[config.mk]
export PLATFORM = sky130hd
export DESIGN_NAME = fast_frame_ctrl
export DESIGN_NICKNAME = d
export VERILOG_FILES = /design/src/rtl/fast_frame_ctrl.sv
export SDC_FILE = /design/constraint.sdc
export NUM_CORES = 1
export LEC_CHECK = 0
export ABC_AREA = 1
export CAP_MARGIN = 15
export CORE_ASPECT_RATIO = 1.75
export CORE_MARGIN = 2
export CORE_UTILIZATION = 55
export DETAILED_ROUTE_END_ITERATION = 10
export PLACE_DENSITY = 0.8
export SETUP_SLACK_MARGIN = 0.4
export SYNTH_ARGS = -nofsm -noshare
export SYNTH_HDL_FRONTEND = slang
export SYNTH_SLANG_ARGS = --single-unit
[constraint.sdc]
create_clock -name clk -period 5.1 [get_ports clk]
set_clock_uncertainty 0.05 [all_clocks]
set_input_delay 1.02 -clock clk [delete_from_list [all_inputs] [get_ports clk]]
set_output_delay 1.02 -clock clk [all_outputs]
set_load 0.01 [all_outputs]
[src/rtl/fast_frame_ctrl.sv]
// rtl/fast_frame_ctrl.sv - frame sequencer for the 7x7 FAST corner-score datapath
// Raster counters, latency-aligned window tagging and a credit-protected score FIFO.
module fast_frame_ctrl #(
  parameter int IMG_WIDTH   = 640,
  parameter int IMG_HEIGHT  = 480,
  parameter int KERNEL_SIZE = 7,
  parameter int SCORE_W     = 13,
  parameter int DP_LAT      = 2,
  parameter int OUT_DEPTH   = 4,
  parameter int COORD_W     = 16
) (
  input  logic               clk,
  input  logic               rst_n,
  input  logic               start,
  input  logic               abort,
  output logic               busy,
  output logic               done,
  input  logic               s_valid,
  output logic               s_ready,
  output logic               win_shift,
  input  logic [SCORE_W-1:0] dp_score,
  output logic               m_valid,
  input  logic               m_ready,
  output logic [SCORE_W-1:0] m_score,
  output logic [COORD_W-1:0] m_x,
  output logic [COORD_W-1:0] m_y,
  output logic               m_last
);

  localparam int HALF  = KERNEL_SIZE / 2;
  localparam int PTR_W = (OUT_DEPTH > 1) ? $clog2(OUT_DEPTH) : 1;
  localparam int CNT_W = $clog2(OUT_DEPTH + 1);
  localparam int INF_W = $clog2(DP_LAT + 1);

  typedef enum logic [1:0] {IDLE, RUN, DRAIN, DONE} state_t;
  state_t state, state_nxt;

  logic [COORD_W-1:0] col, row;
  logic [DP_LAT-1:0]  pipe_v, pipe_l;
  logic [COORD_W-1:0] pipe_x [DP_LAT];
  logic [COORD_W-1:0] pipe_y [DP_LAT];

  logic [SCORE_W-1:0] mem_score [OUT_DEPTH];
  logic [COORD_W-1:0] mem_x [OUT_DEPTH];
  logic [COORD_W-1:0] mem_y [OUT_DEPTH];
  logic [OUT_DEPTH-1:0] mem_last;
  logic [PTR_W-1:0]   wptr, rptr;
  logic [CNT_W-1:0]   fifo_count;
  logic [INF_W-1:0]   inflight;

  logic col_end, row_end, last_pix, interior, push, pop, frame_start, drain_exit;

  assign col_end     = (col == COORD_W'(IMG_WIDTH - 1));
  assign row_end     = (row == COORD_W'(IMG_HEIGHT - 1));
  assign last_pix    = col_end & row_end;
  assign interior    = (row >= COORD_W'(KERNEL_SIZE - 1)) & (col >= COORD_W'(KERNEL_SIZE - 1));
  assign frame_start = (state == IDLE) & start & ~abort;

  always_comb begin
    inflight = '0;
    for (int i = 0; i < DP_LAT; i++) inflight = inflight + INF_W'(pipe_v[i]);
  end

  // Credits cover every interior window already accepted but not yet popped.
  assign s_ready   = (state == RUN) && ((32'(fifo_count) + 32'(inflight)) < 32'(OUT_DEPTH));
  assign win_shift = s_valid & s_ready;

  assign push    = pipe_v[DP_LAT-1];
  assign m_valid = (fifo_count != '0);
  assign pop     = m_valid & m_ready;
  assign m_score = m_valid ? mem_score[rptr] : '0;
  assign m_x     = m_valid ? mem_x[rptr] : '0;
  assign m_y     = m_valid ? mem_y[rptr] : '0;
  assign m_last  = m_valid & mem_last[rptr];
  assign busy    = (state == RUN) | (state == DRAIN);
  assign done    = (state == DONE);

  // The last window is the final one produced, so popping it as the sole entry ends the frame.
  assign drain_exit = pop & m_last & (fifo_count == CNT_W'(1)) & (inflight == '0);

  always_ff @(posedge clk or negedge rst_n) begin
    if (!rst_n) state <= IDLE;
    else        state <= state_nxt;
  end

  always_comb begin
    state_nxt = state;
    case (state)
      IDLE:    if (start) state_nxt = RUN;
      RUN:     if (win_shift && last_pix) state_nxt = DRAIN;
      DRAIN:   if (drain_exit) state_nxt = DONE;
      DONE:    state_nxt = IDLE;
      default: state_nxt = IDLE;
    endcase
    if (abort) state_nxt = IDLE;
  end

  always_ff @(posedge clk or negedge rst_n) begin
    if (!rst_n) begin
      col <= '0;
      row <= '0;
    end else if (frame_start) begin
      col <= '0;
      row <= '0;
    end else if (win_shift) begin
      if (col_end) begin
        col <= '0;
        if (!row_end) row <= row + COORD_W'(1);
      end else begin
        col <= col + COORD_W'(1);
      end
    end
  end

  always_ff @(posedge clk or negedge rst_n) begin
    if (!rst_n) begin
      pipe_v <= '0;
    end else if (abort) begin
      pipe_v <= '0;
    end else begin
      pipe_v[0] <= win_shift & interior;
      for (int i = 1; i < DP_LAT; i++) pipe_v[i] <= pipe_v[i-1];
    end
  end

  always_ff @(posedge clk) begin
    pipe_x[0] <= col - COORD_W'(HALF);
    pipe_y[0] <= row - COORD_W'(HALF);
    pipe_l[0] <= last_pix;
    for (int i = 1; i < DP_LAT; i++) begin
      pipe_x[i] <= pipe_x[i-1];
      pipe_y[i] <= pipe_y[i-1];
      pipe_l[i] <= pipe_l[i-1];
    end
  end

  always_ff @(posedge clk or negedge rst_n) begin
    if (!rst_n) begin
      wptr       <= '0;
      rptr       <= '0;
      fifo_count <= '0;
    end else if (abort) begin
      wptr       <= '0;
      rptr       <= '0;
      fifo_count <= '0;
    end else begin
      if (push) wptr <= (wptr == PTR_W'(OUT_DEPTH - 1)) ? '0 : wptr + PTR_W'(1);
      if (pop)  rptr <= (rptr == PTR_W'(OUT_DEPTH - 1)) ? '0 : rptr + PTR_W'(1);
      if (push && !pop)      fifo_count <= fifo_count + CNT_W'(1);
      else if (!push && pop) fifo_count <= fifo_count - CNT_W'(1);
    end
  end

  // dp_score is sampled in the same cycle its window flag leaves the pipe.
  always_ff @(posedge clk) begin
    if (push) begin
      mem_score[wptr] <= dp_score;
      mem_x[wptr]     <= pipe_x[DP_LAT-1];
      mem_y[wptr]     <= pipe_y[DP_LAT-1];
      mem_last[wptr]  <= pipe_l[DP_LAT-1];
    end
  end

endmodule

Yosys cells after proc, flatten, opt, wreduce, memory -nomap -nowiden
Memories as Yosys holds them, arrays and structs flattened.
Cells that the tools add are included.
- bitwise gates (word level): 13
- magnitude comparators: 6
- reduce and logical (&&, ||, !) cells: 17
- equality and inequality tests: 12
- mux-type cells: 32
- add/subtract/negate cells: 10
- operator list (operator ; number):
    two-way mux 16 bit ; 9
    adder 16 x 1 -> 16 bit (second input constant) ; 2
    greater-or-equal comparator 16 x 3 -> 1 bit (second input constant) ; 2
    subtractor 16 x 2 -> 16 bit (second input constant) ; 2
    two-way mux 2 bit ; 11
    == test 16 x 10 -> 1 bit (second input constant) ; 1
    == test 16 x 9 -> 1 bit (second input constant) ; 1
    two-way mux 13 bit ; 1
    bitwise AND 1 bit ; 11
    two-way mux 3 bit ; 3
    == test 2 bit (second input constant) ; 4
    one-hot mux 2 bit (4 select lines) ; 1
    nonzero test 2 bit ; 4
    less-than comparator 2 x 3 -> 1 bit (second input constant) ; 2
    inequality test 3 bit (second input constant) ; 2
    AND reduction 3 bit ; 2
    nonzero test 3 bit ; 2
    logical AND 1 bit ; 5
    adder 2 x 1 -> 2 bit (second input constant) ; 2
    adder 3 x 2 -> 4 bit ; 1
    bitwise mux 4 bit ; 1
    logical NOT 2 bit ; 2
    less-than comparator 4 x 3 -> 1 bit (second input constant) ; 1
    two-way mux 1 bit ; 4
    other kinds (13) ; 14
- register bits: 49
- RAM bits: 244
- input bits: 19
- memories kept: 5
- memories (name ; words ; bits a word ; rd ports ; clocked after Yosys merged registers in ; wr ports ; line ; source):
    mem_x ; 4 ; 16 ; 1 ; 0 ; 1 ; 44 ; logic [COORD_W-1:0] mem_x [OUT_DEPTH];
    mem_y ; 4 ; 16 ; 1 ; 0 ; 1 ; 45 ; logic [COORD_W-1:0] mem_y [OUT_DEPTH];
    mem_score ; 4 ; 13 ; 1 ; 0 ; 1 ; 43 ; logic [SCORE_W-1:0] mem_score [OUT_DEPTH];
    pipe_x ; 2 ; 16 ; 2 ; 0 ; 2 ; 40 ; logic [COORD_W-1:0] pipe_x [DP_LAT];
    pipe_y ; 2 ; 16 ; 2 ; 0 ; 2 ; 41 ; logic [COORD_W-1:0] pipe_y [DP_LAT];

Longest topological paths before layout
Gate-level depths: netlist (run 1).
- depth after elaboration: 9
- gate-level depth with buffers: 11
- mapped depth without buffers: 10

Worst setup path before layout (run 1)
OpenSTA, ideal clock, no wires.
- kind: input-to-output
- start point: input s_valid
- end point: output win_shift
- data required time: 4.030 ns
- stages on the path: 2
- arrival time: 1.384 ns
- path slack: 2.646 ns
- cell sequence: nand4_1 > inv_1
- longest elaborated chain between the ends: 1
- RTL lines (item ; line ; source):
    start: declaration ; 18 ; input logic s_valid,
    bitwise AND 1 bit ; 66 ; assign win_shift = s_valid & s_ready;
    end: declaration ; 20 ; output logic win_shift,
No other way between the ends.

Worst setup path after layout (run 1)
- start point: register rptr[0]
- end point: output m_x[12]
- longest elaborated chain between the ends: 2
- RTL lines (item ; line ; source):
    start: declaration ; 47 ; logic [PTR_W-1:0] wptr, rptr;
    start signal: assignment ; 148 ; if (pop) rptr <= (rptr == PTR_W'(OUT_DEPTH - 1)) ? '0 : rptr + PTR_W'(1);
    memory read (4 x 16 bit) ; - ;
    two-way mux 16 bit ; 72 ; assign m_x = m_valid ? mem_x[rptr] : '0;
    end: declaration ; 25 ; output logic [COORD_W-1:0] m_x,
No other way between the ends.

==> results of run 1 <==
[per-stage QoR]
stage	hold slack, ns	power [mW]	worst slack (ns)	area, um^2	instances
final	0.277	6.83	1.04	13700	1506
after global routing	0.281	7.15	0.886	13700	1506
after CTS	0.277	6.87	1.01	13700	1506
after detailed placement	0.262	4.92	1.28	12900	1462
after global placement	0.260	4.86	1.38	12900	1462
after floorplan	0.260	4.08	2.65	12000	1138
[routing by layer]
layer / wire (um) / vias to the layer above / GRT usage
met5: 0 / - / 0
met4: 651 / 0 / 0.0781
met3: 1350 / 41 / 0.0252
met2: 14400 / 267 / 0.437
met1: 9500 / 3930 / 0.248
li1: - / 3941 / -
[power breakdown]
part | switching, mW | internal, mW | total, mW
clock network | 0.820 | 1.13 | 1.95
logic | 1.13 | 0.758 | 1.89
registers | 0.170 | 2.82 | 2.99
total | 2.12 | 4.71 | 6.83
[placed cells by master, fill, tap and decap left out, types with 2 or more instances in the layout]
cell type and n:
inv_2 16, buf_4 11, dfrtp_1 42, o21ai_1 2, xnor2_1 2, nor2_1 254, bufinv_16 3, o21ai_0 111
nand3_2 2, dfxtp_1 66, ha_1 21, nand2_2 11, nor2_2 4, clkinv_1 3, nor3_1 10, clkdlybuf4s50_1 68
inv_1 54, nand4_1 16, a21oi_1 53, nand2_1 144, xor2_1 27, nor4_1 2, clkinv_4 2, clkinv_2 7
nor2_4 2, clkbuf_16 27, nand3_1 45, o21ai_2 11, o22ai_1 2, edfxtp_1 184
[flip-flops by register name, summed over array words and instances, names as in the netlist]
| signal | cells |
|---|---|
| mem_last | 4 |
| state | 2 |
| pipe_x | 32 |
| wptr | 2 |
| fifo_count | 3 |
| pipe_y | 32 |
| col | 16 |
| pipe_l | 2 |
| rptr | 2 |
| row | 16 |
| mem_score | 52 |
| mem_y | 64 |
| mem_x | 64 |
| pipe_v | 2 |
[synth_stat cells (17+ instances only)]
| cell type | instances |
|---|---|
| a21oi_1 | 53 |
| buf_2 | 18 |
| clkbuf_1 | 17 |
| dfrtp_1 | 43 |
| dfxtp_1 | 66 |
| edfxtp_1 | 184 |
| ha_1 | 21 |
| inv_1 | 58 |
| nand2_1 | 144 |
| nand3_1 | 45 |
| nor2_1 | 254 |
| o21ai_0 | 111 |
| xor2_1 | 27 |
[area by class of cell]
| class | instances | area, um^2 | share of cell area |
|---|---|---|---|
| multi-input combinational | 725 | 3540 | 0.258 |
| sequential | 293 | 7920 | 0.578 |
| clock inverter | 15 | 156 | 0.0114 |
| clock buffer | 29 | 693 | 0.0505 |
| timing repair buffer | 80 | 768 | 0.0560 |
| tap | 292 | 365 | 0.0266 |
| inverter | 72 | 274 | 0.0200 |
[cell families (layout without fill, tap and decap cells)]
| logic type | after synthesis | after routing | synth area share |
|---|---|---|---|
| AO/OA/AOI/OAI | 183 | 183 | 0.0818 |
| XOR/XNOR | 29 | 29 | 0.0212 |
| buffers and inverters | 120 | 196 | 0.0423 |
| AND/OR/NAND/NOR | 492 | 492 | 0.171 |
| flip-flops | 293 | 293 | 0.662 |
| adder cells (fa/ha/maj) | 21 | 21 | 0.0220 |
[worst max path at each step]
stage | slack (ns) | to | cells after the start | start
after floorplan | 2.65 | win_shift | 2 | s_valid
after global placement | 1.38 | row[7]$_DFFE_PN0P_ | 8 | abort
after detailed placement | 1.28 | row[7]$_DFFE_PN0P_ | 8 | abort
after CTS | 1.01 | m_y[6] | 6 | rptr[0]$_DFFE_PN0P_
after global routing | 0.89 | m_y[6] | 6 | rptr[0]$_DFFE_PN0P_
final | 1.04 | m_x[12] | 6 | rptr[0]$_DFFE_PN0P_
[worst max-delay path, delay by kind of cell, from the launching register on]
kind	cells	cell delay, ns
buffers and inverters	2	1.37
flip-flops	1	0.37
AND/OR/NAND/NOR	2	0.34
AO/OA/AOI/OAI	2	0.34
==> results_dict.tcl, run 1 <==
set metrics [dict create \
    cpPeakStageDelay_ns 0.78 \
    synth_area_um2 12000 \
    synthCells 1138 \
    overflow 0 \
    cpMostUsedCell "nor2_1" \
    clk_latency_ns 0.53 \
    rsz0062_at_grt "no" \
    ys_warn_count 0 \
    r2r_end "row[7]$_DFFE_PN0P_" \
    drtPass1Iterations 7 \
    drt-initial-drc-count 880 \
    antenna_found_initial 0 \
    post_cts_resized 0 \
    critical_path.max_fanout 94 \
    setup_tns_ns 0 \
    postRouteAntennaNets 0 \
    yosysUniqueCellTypes 36 \
    postCtsSetupBuffers 0 \
    final_util 0.641 \
    min_from "pipe_x[0][4]$_DFF_P_" \
    synth.area.top_cells "edfxtp_1 46%, dfxtp_1 11%, dfrtp_1 9.0%, nor2_1 8.0%, o21ai_0 4.6%" \
    via_per_inst 5.43 \
    drive_gt1_frac 0.0848 \
    end_kind "output port" \
    cts.htree.levels 1 \
    min_to "pipe_x[0][20]$_DFF_P_" \
    start_util 0.559 \
    ys.flop_type "edfxtp_1" \
    max_clock_freq_ghz 0.246 \
    post-synth-top-area-cell "edfxtp_1" \
    drv_cap 0 \
    status "completed" \
    cts_buffers 24 \
    grt_usage 0.225 \
    setup_viol_count_final 0 \
    die_area_um2 23000 \
    crit_chain "buf_4 -> nor2_1 -> nor2_1 -> o21ai_0 -> a21oi_1 -> clkdlybuf4s50_1" \
    cts_root_buf "clkbuf_16" \
    power_density_nw_per_um2 498 \
    start_kind "flop" \
    coreArea_um2 21400 \
    drc_errors 0 \
    wl_per_cell_um 17.2 \
    synth_edf_count 184 \
    timing.rr.start "pipe_v[1]$_DFF_PN0_" \
    finalMaxSlewViolations 0 \
    min_period_over_period 0.797 \
    fillers 1576 \
    clk_pin_slew_worst_paths_ns 0.06 \
    n_antenna_cell 0 \
    portBuffers 69 \
    cts_buffer_depth 3 \
    final-hold-violation-count 0 \
    clock-sinks 293 \
    num_vias 8179 \
    cpMaxStageDelayCell "buf_4" \
    ys_seq_area_frac 0.662 \
    grt_max_degree 95 \
    crit_type "reg2out" \
    ir_worst_vdd_v 0.000247 \
    ys_seq_elements 293 \
    avgSynthCellArea_um2 10.5 \
    grt_pass1_vias 8076 \
    max_slew_margin 0.295 \
    wl_um 25900 \
    place.gp.congestion 0.875 \
    die_w_um 116 \
    worstRegToRegCells 9 \
    ioPinCount 70 \
    cts-hold-fix-buffers 0 \
    min_period_ns 4.06 \
    hold_class "reg2reg" \
    die_h_um 199 \
    areaGrowthSynthToFinish_pct 14.6 \
    tightest_slew_ns 1.06 \
    syn_nets 1178 \
    fin_nets 1236 \
    synth_top_area_frac 0.462 \
    arrival_ns 2.99 \
    cts_tree "built" \
    hold_depth 0 \
    num_rows 71 \
    cp_data_required_time_ns 4.03 \
    r2r_slack_ns 2.48 \
    grt_pass1_wl_um 40300 \
    synthArstFlopShare 0.147 \
    leakage_nw 5.26 \
    dpl.hpwl_um 16000 \
]
Note: power is estimated with default switching activity, not from simulation.
==> inputs of run 2 (changes only) <==
--- a/config.mk
+++ b/config.mk
@@ -9,9 +9,9 @@
 export CAP_MARGIN = 15
 export CORE_ASPECT_RATIO = 1.75
 export CORE_MARGIN = 2
-export CORE_UTILIZATION = 55
+export CORE_UTILIZATION = 54
 export DETAILED_ROUTE_END_ITERATION = 10
-export PLACE_DENSITY = 0.8
+export PLACE_DENSITY = 0.82
 export SETUP_SLACK_MARGIN = 0.4
 export SYNTH_ARGS = -nofsm -noshare
 export SYNTH_HDL_FRONTEND = slang
==> constraint.sdc (replaced) <==
create_clock -name clk -period 3.6 [get_ports clk]
set_clock_uncertainty 0.05 [all_clocks]
set_input_delay 0.72 -clock clk [delete_from_list [all_inputs] [get_ports clk]]
set_output_delay 0.72 -clock clk [all_outputs]
set_load 0.01 [all_outputs]
==> results_dict.tcl, run 2 (synthesis gave the netlist of run 1 again) <==
set metrics [dict create \
    power_density_nw_per_um2 684 \
    rsz0062_at_grt "yes" \
    cts_buffers 24 \
    max_clock_freq_ghz 0.313 \
    cpMaxStageDelayCell "clkdlybuf4s50_1" \
    min_period_over_period 0.886 \
    cp_data_required_time_ns 2.83 \
    cts_tree "built" \
    final_util 0.636 \
    wl_um 25400 \
    tightest_slew_ns 0.725 \
    grt_pass1_vias 8259 \
    start_util 0.547 \
    n_antenna_cell 0 \
    coreArea_um2 21900 \
    top_regs "mem_x (64), mem_y (64), mem_score (52)" \
    grt_max_degree 49 \
    crit_chain "buf_4 -> nor2_1 -> o21ai_0 -> a21oi_1 -> clkdlybuf4s50_1" \
    cts.htree.levels 1 \
    min_period_ns 3.19 \
    hold_class "in2async" \
    num_rows 72 \
    drc_errors 0 \
    overflow 0 \
    final-hold-violation-count 0 \
    final_common_cell "nor2_1" \
    drive_gt1_frac 0.100 \
    drtPass1Iterations 5 \
    status "completed" \
    place.gp.congestion 0.902 \
    clock-sinks 293 \
    fillers 1616 \
    antenna_found_initial 0 \
    drv_cap 0 \
    setup_tns_ns 0 \
    r2r_slack_ns 1.48 \
    place_area_um2 13000 \
    critical_path.max_fanout 47 \
    die_area_um2 23400 \
    dpl.hpwl_um 16700 \
    setup_viol_count_final 0 \
    fin_nets 1257 \
    grt_usage 0.217 \
    arrival_ns 2.42 \
    crit_type "reg2out" \
    wl_per_cell_um 16.6 \
    timing.rr.start "pipe_v[1]$_DFF_PN0_" \
    final_cell_area_um2 13900 \
    areaGrowthSynthToFinish_pct 16.4 \
    cpPeakStageDelay_ns 0.60 \
    die_h_um 201 \
    num_vias 8190 \
    grt_pass1_wl_um 40000 \
    cts_buffer_depth 3 \
    max_slew_margin 0.516 \
    postRouteAntennaNets 0 \
    leakage_nw 5.58 \
    via_per_inst 5.35 \
    finalMaxSlewViolations 0 \
    drt-initial-drc-count 665 \
    start_kind "flop" \
    ioPinCount 70 \
    die_w_um 117 \
    portBuffers 69 \
    end_kind "output port" \
    cts_root_buf "clkbuf_16" \
    clk_pin_slew_worst_paths_ns 0.07 \
    finalPower_mw 9.52 \
    layout_common_cells "254 x nor2_1, 184 x edfxtp_1, 143 x nand2_1, 111 x o21ai_0, 66 x dfxtp_1" \
    r2r_end "col[5]$_DFFE_PN0P_" \
    worstRegToRegCells 10 \
    ir_worst_vdd_v 0.000374 \
    clk_latency_ns 0.51 \
]
==> run 2: power by group <==
part | internal [mW] | switching, mW | total, mW
clock network | 1.40 | 1.11 | 2.51
logic | 1.15 | 1.62 | 2.77
registers | 4.00 | 0.247 | 4.25
==> run 2: how the worst max path moves through the flow <==
stage | from | end | slack [ns] | cells after the start
after floorplan | pipe_v[1]$_DFF_PN0_ | win_shift | 1.46 | 6
after global placement | s_valid | win_shift | 0.63 | 4
after detailed placement | s_valid | win_shift | 0.63 | 4
after CTS | rptr[0]$_DFFE_PN0P_ | m_last | 0.40 | 7
after global routing | rptr[1]$_DFFE_PN0P_ | m_y[1] | 0.31 | 6
final | rptr[1]$_DFFE_PN0P_ | m_y[12] | 0.41 | 5
==> run 2: what timing repair did <==
item / 4_1_cts / 5_1_grt
gates resized for setup: 17 / 22
hold buffers: 0 / 0
gates cloned: 0 / 0
buffers inserted: 2 / 7
endpoints found under the hold margin: 0 / 0
endpoints found under the setup margin: 35 / 31
==> run 2: cell type report <==
| type | instances | area (um^2) | share of cell area |
|---|---|---|---|
| Timing Repair Buffer | 101 | 1040 | 0.0745 |
| Clock inverter | 7 | 45.0 | 0.00323 |
| Clock buffer | 37 | 723 | 0.0519 |
| Tap cell | 296 | 370 | 0.0266 |
| Inverter | 72 | 283 | 0.0203 |
| Multi-Input combinational cell | 725 | 3550 | 0.255 |
| Sequential cell | 293 | 7930 | 0.569 |
==> run 2: critical path, delay by kind of cell (launching register included) <==
family	cells	cell delay, ns
buffers and inverters	2	0.93
flip-flops	1	0.41
AO/OA/AOI/OAI	2	0.39
AND/OR/NAND/NOR	1	0.18
==> run 2: routing by layer <==
layer,GRT usage,routed length [um],up-vias
li1,-,-,3981
met4,0.0689,629,0
met5,0,0,-
met1,0.238,9260,3909
met2,0.423,14300,250
met3,0.0208,1260,50
==> run 2: stage by stage <==
step / setup slack [ns] / hold slack, ns / std cells
final: 0.410 / 0.142 / 1531
after detailed placement: 0.630 / 0.262 / 1478
after global placement: 0.634 / 0.260 / 1478
after CTS: 0.402 / 0.153 / 1524
after floorplan: 1.46 / 0.260 / 1138
after global routing: 0.314 / 0.157 / 1531
==> inputs of run 3 (changes only) <==
--- a/config.mk
+++ b/config.mk
@@ -6,6 +6,7 @@
 export NUM_CORES = 1
 export LEC_CHECK = 0
 export ABC_AREA = 1
+export ABC_CLOCK_PERIOD_IN_PS = 3600
 export CAP_MARGIN = 15
 export CORE_ASPECT_RATIO = 1.75
 export CORE_MARGIN = 2
==> results of run 3 <==
The final DEF is identical to that of run 2; final timing and power are the same.
==> variant 1: new RTL, settings of run 3 <==
Reset style: synchronous (`rst_n`), changed in 4 clocked blocks.
--- a/src/rtl/fast_frame_ctrl.sv
+++ b/src/rtl/fast_frame_ctrl.sv
@@ -80,3 +80,3 @@
 
-  always_ff @(posedge clk or negedge rst_n) begin
+  always_ff @(posedge clk) begin
     if (!rst_n) state <= IDLE;
@@ -97,3 +97,3 @@
 
-  always_ff @(posedge clk or negedge rst_n) begin
+  always_ff @(posedge clk) begin
     if (!rst_n) begin
@@ -114,3 +114,3 @@
 
-  always_ff @(posedge clk or negedge rst_n) begin
+  always_ff @(posedge clk) begin
     if (!rst_n) begin
@@ -136,3 +136,3 @@
 
-  always_ff @(posedge clk or negedge rst_n) begin
+  always_ff @(posedge clk) begin
     if (!rst_n) begin
Formal check against the unedited RTL: differs if rst_n is asserted again (counterexample within 4 cycles, from zero or initial values and one cycle with rst_n low); with rst_n held inactive, the same outputs for 10 cycles.
==> variant 1 against run 3 <==
Cell area down 2.4%; worst setup slack better by 0.055 ns; worst hold slack better by 0.13 ns; wire length up 1.2%; sequential cell count up 2; synthesized area down 2.6%; die area down 2.5%; global-route usage up 0.35 points; largest cell class unchanged; highest routed layer unchanged.
Power is not compared: it rests on default switching activity, and its combinational part moved more than twofold at a synthesized area within 25%.
==> variant 1: results (changes against run 3) <==
FINISH
------------------------------------------------------------------------------
Clock tree buffer count of the final layout                                 29   was 37
Layout cell share with drive strength beyond 1                           7.42%   was 10.0%
Layout sequential cell count                                               295   was 293
Fraction of area in non-clock buffers                                    6.63%   was 7.45%
Fraction of area in multi-input gates                                    25.6%   was 25.5%
Count of multi-input combinational gates                                   707   was 725
Number of non-clock buffers                                                 83   was 101
Total Nets Final                                                         1,222   was 1,257

GRT
------------------------------------------------------------------------------
Global Route met3 Usage                                                  2.04%   was 2.08%
Met2 Track Usage GR                                                      40.5%   was 42.3%
Overall global routing resource usage                                    22.0%   was 21.7%
Vias in the first global route                                           8,009   was 8,259

PLACEMENT
------------------------------------------------------------------------------
Placed standard-cell area                                          12,600 um^2   was 13,000 um^2
Worst setup slack before clock tree synthesis                         0.832 ns   was 0.630 ns
Final HPWL DP                                                        15,700 um   was 16,700 um

ROUTE
------------------------------------------------------------------------------
Number of vias after detailed routing                                    8,124   was 8,190
Routed length on met2                                                13,800 um   was 14,300 um
Final WL                                                             25,700 um   was 25,400 um
Met3 wire length                                                       1240 um   was 1260 um
Total routed wire length on the met1 layer                             9610 um   was 9260 um

SETUP PATH
------------------------------------------------------------------------------
Worst setup path startpoint                                       fifo_count[1]   was rptr[1]
Arrival time of the worst setup path                                   2.36 ns   was 2.42 ns
Reg2reg start                                                        pipe_v[1]   unchanged
Worst setup path end                                                    m_x[7]   was m_y[12]

OUTCOME
------------------------------------------------------------------------------
Result of the run                                                 finished clean   unchanged

SYNTH
------------------------------------------------------------------------------
Number of different library cells in the post-synthesis netlist             33   was 36
Sequential fraction of the synthesis area                                66.4%   was 66.2%
Leading post-synthesis cells by instance count                    sky130_fd_sc_hd__nor2_1 (235), sky130_fd_sc_hd__edfxtp_1 (184), sky130_fd_sc_hd__nand2_1 (127)   was sky130_fd_sc_hd__nor2_1 (254), sky130_fd_sc_hd__edfxtp_1 (184), sky130_fd_sc_hd__nand2_1 (144)

CLOCK TREE
------------------------------------------------------------------------------
Post-cts sizing count                                                        9   was 17

[variant 1: cell count changes after synthesis, sizes merged, moves of 17 or more]
cell          run 3  this run
a21oi            53        83
buf              31        12
dfrtp            43         0
dfxtp            66       111
nand2           155       128
nor2            260       240
nor3             10        27
o21ai           125       103
[variant 1: critical path: cells and delay by family, from the launching register on]
family	cells	cell delay, ns
AO/OA/AOI/OAI	1	0.19
flip-flops	1	0.37
AND/OR/NAND/NOR	1	0.12
buffers and inverters	4	0.97
adder cells (fa/ha/maj)	1	0.20
[variant 1: where the power goes]
group | internal, uW | total, uW | switching [uW]
logic | 43.9 | 103 | 58.7
clock network | 1670 | 2850 | 1180
registers | 3590 | 3600 | 15.5
[variant 1: cell families after synthesis]
kind of cell	Yosys count	share of synthesized area, %
adder cells (fa/ha/maj)	22	2.36
XOR/XNOR	37	2.78
flip-flops	295	66.4
AND/OR/NAND/NOR	460	16.4
buffers and inverters	113	3.91
AO/OA/AOI/OAI	188	8.12
==> variant 2: new RTL, config.mk and constraints of run 3 <==
Made on the original files. `SCORE_W`: 13 -> 26.
--- a/src/rtl/fast_frame_ctrl.sv
+++ b/src/rtl/fast_frame_ctrl.sv
@@ -6,3 +6,3 @@
   parameter int KERNEL_SIZE = 7,
-  parameter int SCORE_W     = 13,
+  parameter int SCORE_W     = 26,
   parameter int DP_LAT      = 2,
Ports: changed (resized dp_score and m_score); port bits go from 70 to 96. The function was not compared with the original's and may differ.
==> variant 2 against run 3 <==
Worst setup slack lost 0.021 ns; wire length grew 28%; register-to-register slack got worse by 0.24 ns; synthesized area is 16% higher; utilization grew 1.9 points; cell area increased by 19%; final cell count grew 12%; count of clock-buffer cells in the layout up 4; sequential cell count increased by 52; sequential power is 19% higher; largest cell class unchanged; maximum frequency down 0.67%; clock power increased by 28%; power rose by 25%.
==> variant 2: results (changes against run 3) <==
TIMING
-----------------------------------------------------------------------------------------
Actual transition at the worst max-transition pin                                 1.07 ns   was 0.725 ns
Portion of the clock cycle consumed by the worst path in the final layout           89.2%   was 88.6%

SETUP PATH
-----------------------------------------------------------------------------------------
CP max stage delay                                                                0.58 ns   was 0.60 ns
Arrival time of the worst setup path                                              2.44 ns   was 2.42 ns
Worst setup path startpoint                                                       rptr[0]   was rptr[1]

ROUTE
-----------------------------------------------------------------------------------------
First-iteration detailed-routing DRC count                                            823   was 665
Routed vias/inst                                                                     5.60   was 5.35

GRT
-----------------------------------------------------------------------------------------
Maximum number of pins on one net before global-route repair                           60   was 49
Vias in the first global route                                                      9,737   was 8,259
Met2 Track Usage GR                                                                 44.3%   was 42.3%
Overall global routing resource usage                                               23.3%   was 21.7%

FINISH
-----------------------------------------------------------------------------------------
Number of standard cells in the layout, taps in and fillers out                     1,717   was 1,531
Registers with the most flip-flops                                           mem_score (104), mem_x (64), mem_y (64)   was mem_x (64), mem_y (64), mem_score (52)
Final-layout fill cell count                                                        1,796   was 1,616
Layout cell share with drive strength beyond 1                                      9.28%   was 10.0%
Total Nets Final                                                                    1,432   was 1,257

SYNTH
-----------------------------------------------------------------------------------------
Proportion of register bits with asynchronous set or reset after synthesis          12.5%   was 14.7%
Sequential fraction of the synthesis area                                           68.2%   was 66.2%
Cell types occupying the most area after synthesis                           sky130_fd_sc_hd__edfxtp_1 (51%), sky130_fd_sc_hd__dfxtp_1 (9.5%), sky130_fd_sc_hd__nor2_1 (8.0%)   was sky130_fd_sc_hd__edfxtp_1 (46%), sky130_fd_sc_hd__dfxtp_1 (11%), sky130_fd_sc_hd__dfrtp_1 (9.0%)
Number of synthesized flops with an enable pin                                        236   was 184
Leading post-synthesis cells by instance count                               sky130_fd_sc_hd__nor2_1 (298), sky130_fd_sc_hd__edfxtp_1 (236), sky130_fd_sc_hd__o21ai_0 (142)   was sky130_fd_sc_hd__nor2_1 (254), sky130_fd_sc_hd__edfxtp_1 (184), sky130_fd_sc_hd__nand2_1 (144)
Compound-gate portion of the synthesized area                                       8.35%   was 8.18%

OUTCOME
-----------------------------------------------------------------------------------------
Result of the run                                                            finished clean   unchanged

PLACEMENT
-----------------------------------------------------------------------------------------
Placed standard-cell area                                                     15,200 um^2   was 13,000 um^2
Total of buffers placed on input and output ports                                      95   was 69
Final HPWL DP                                                                   18,700 um   was 16,700 um
Worst setup slack before clock tree synthesis                                    0.433 ns   was 0.630 ns

[variant 2: timing repair]
item / in CTS / in global routing
resized for setup: 39 / 43
endpoints found under the setup margin: 60 / 41
gates cloned: 5 / 3
endpoints found under the hold margin: 0 / 0
setup buffers: 4 / 2
[variant 2: routing by layer]
layer	wire length, um	vias up
met1	11500	4600
met5	0	-
li1	-	4524
met4	1680	0
met3	1850	103
met2	17600	393
[variant 2: cell type report]
class / count / area [um^2] / area share, %
Sequential cell: 345 / 9490 / 57.2
Timing Repair Buffer: 128 / 1530 / 9.20
Clock inverter: 11 / 111 / 0.671
Clock buffer: 41 / 885 / 5.33
Inverter: 73 / 309 / 1.86
Tap cell: 316 / 395 / 2.38
Multi-Input combinational cell: 803 / 3880 / 23.4
[variant 2: how the worst min path moves through the flow]
stage	end	slack, ns	depth (start not counted)	from
finish	pipe_y[0][19]	0.27	0	pipe_y[0][3]
global route	pipe_y[0][17]	0.29	0	pipe_y[0][1]
CTS	pipe_y[0][19]	0.27	0	pipe_y[0][3]
detailed placement	pipe_x[0][18]	0.26	0	pipe_x[0][2]
global placement	pipe_y[0][26]	0.26	0	pipe_y[0][10]
floorplan	pipe_l[1]	0.26	0	pipe_l[0]
[variant 2: power groups by stage]
| stage | Combinational (uW) | Clock, uW | Sequential [uW] |
|---|---|---|---|
| 6_report | 3640 | 3210 | 5040 |
| 5_1_grt | 3940 | 3410 | 5080 |
| 4_1_cts | 3570 | 3240 | 5030 |
| 3_5_place_dp | 3340 | 0 | 5100 |
| 3_3_place_gp | 3280 | 0 | 5070 |
| 2_1_floorplan | 1910 | 0 | 5000 |
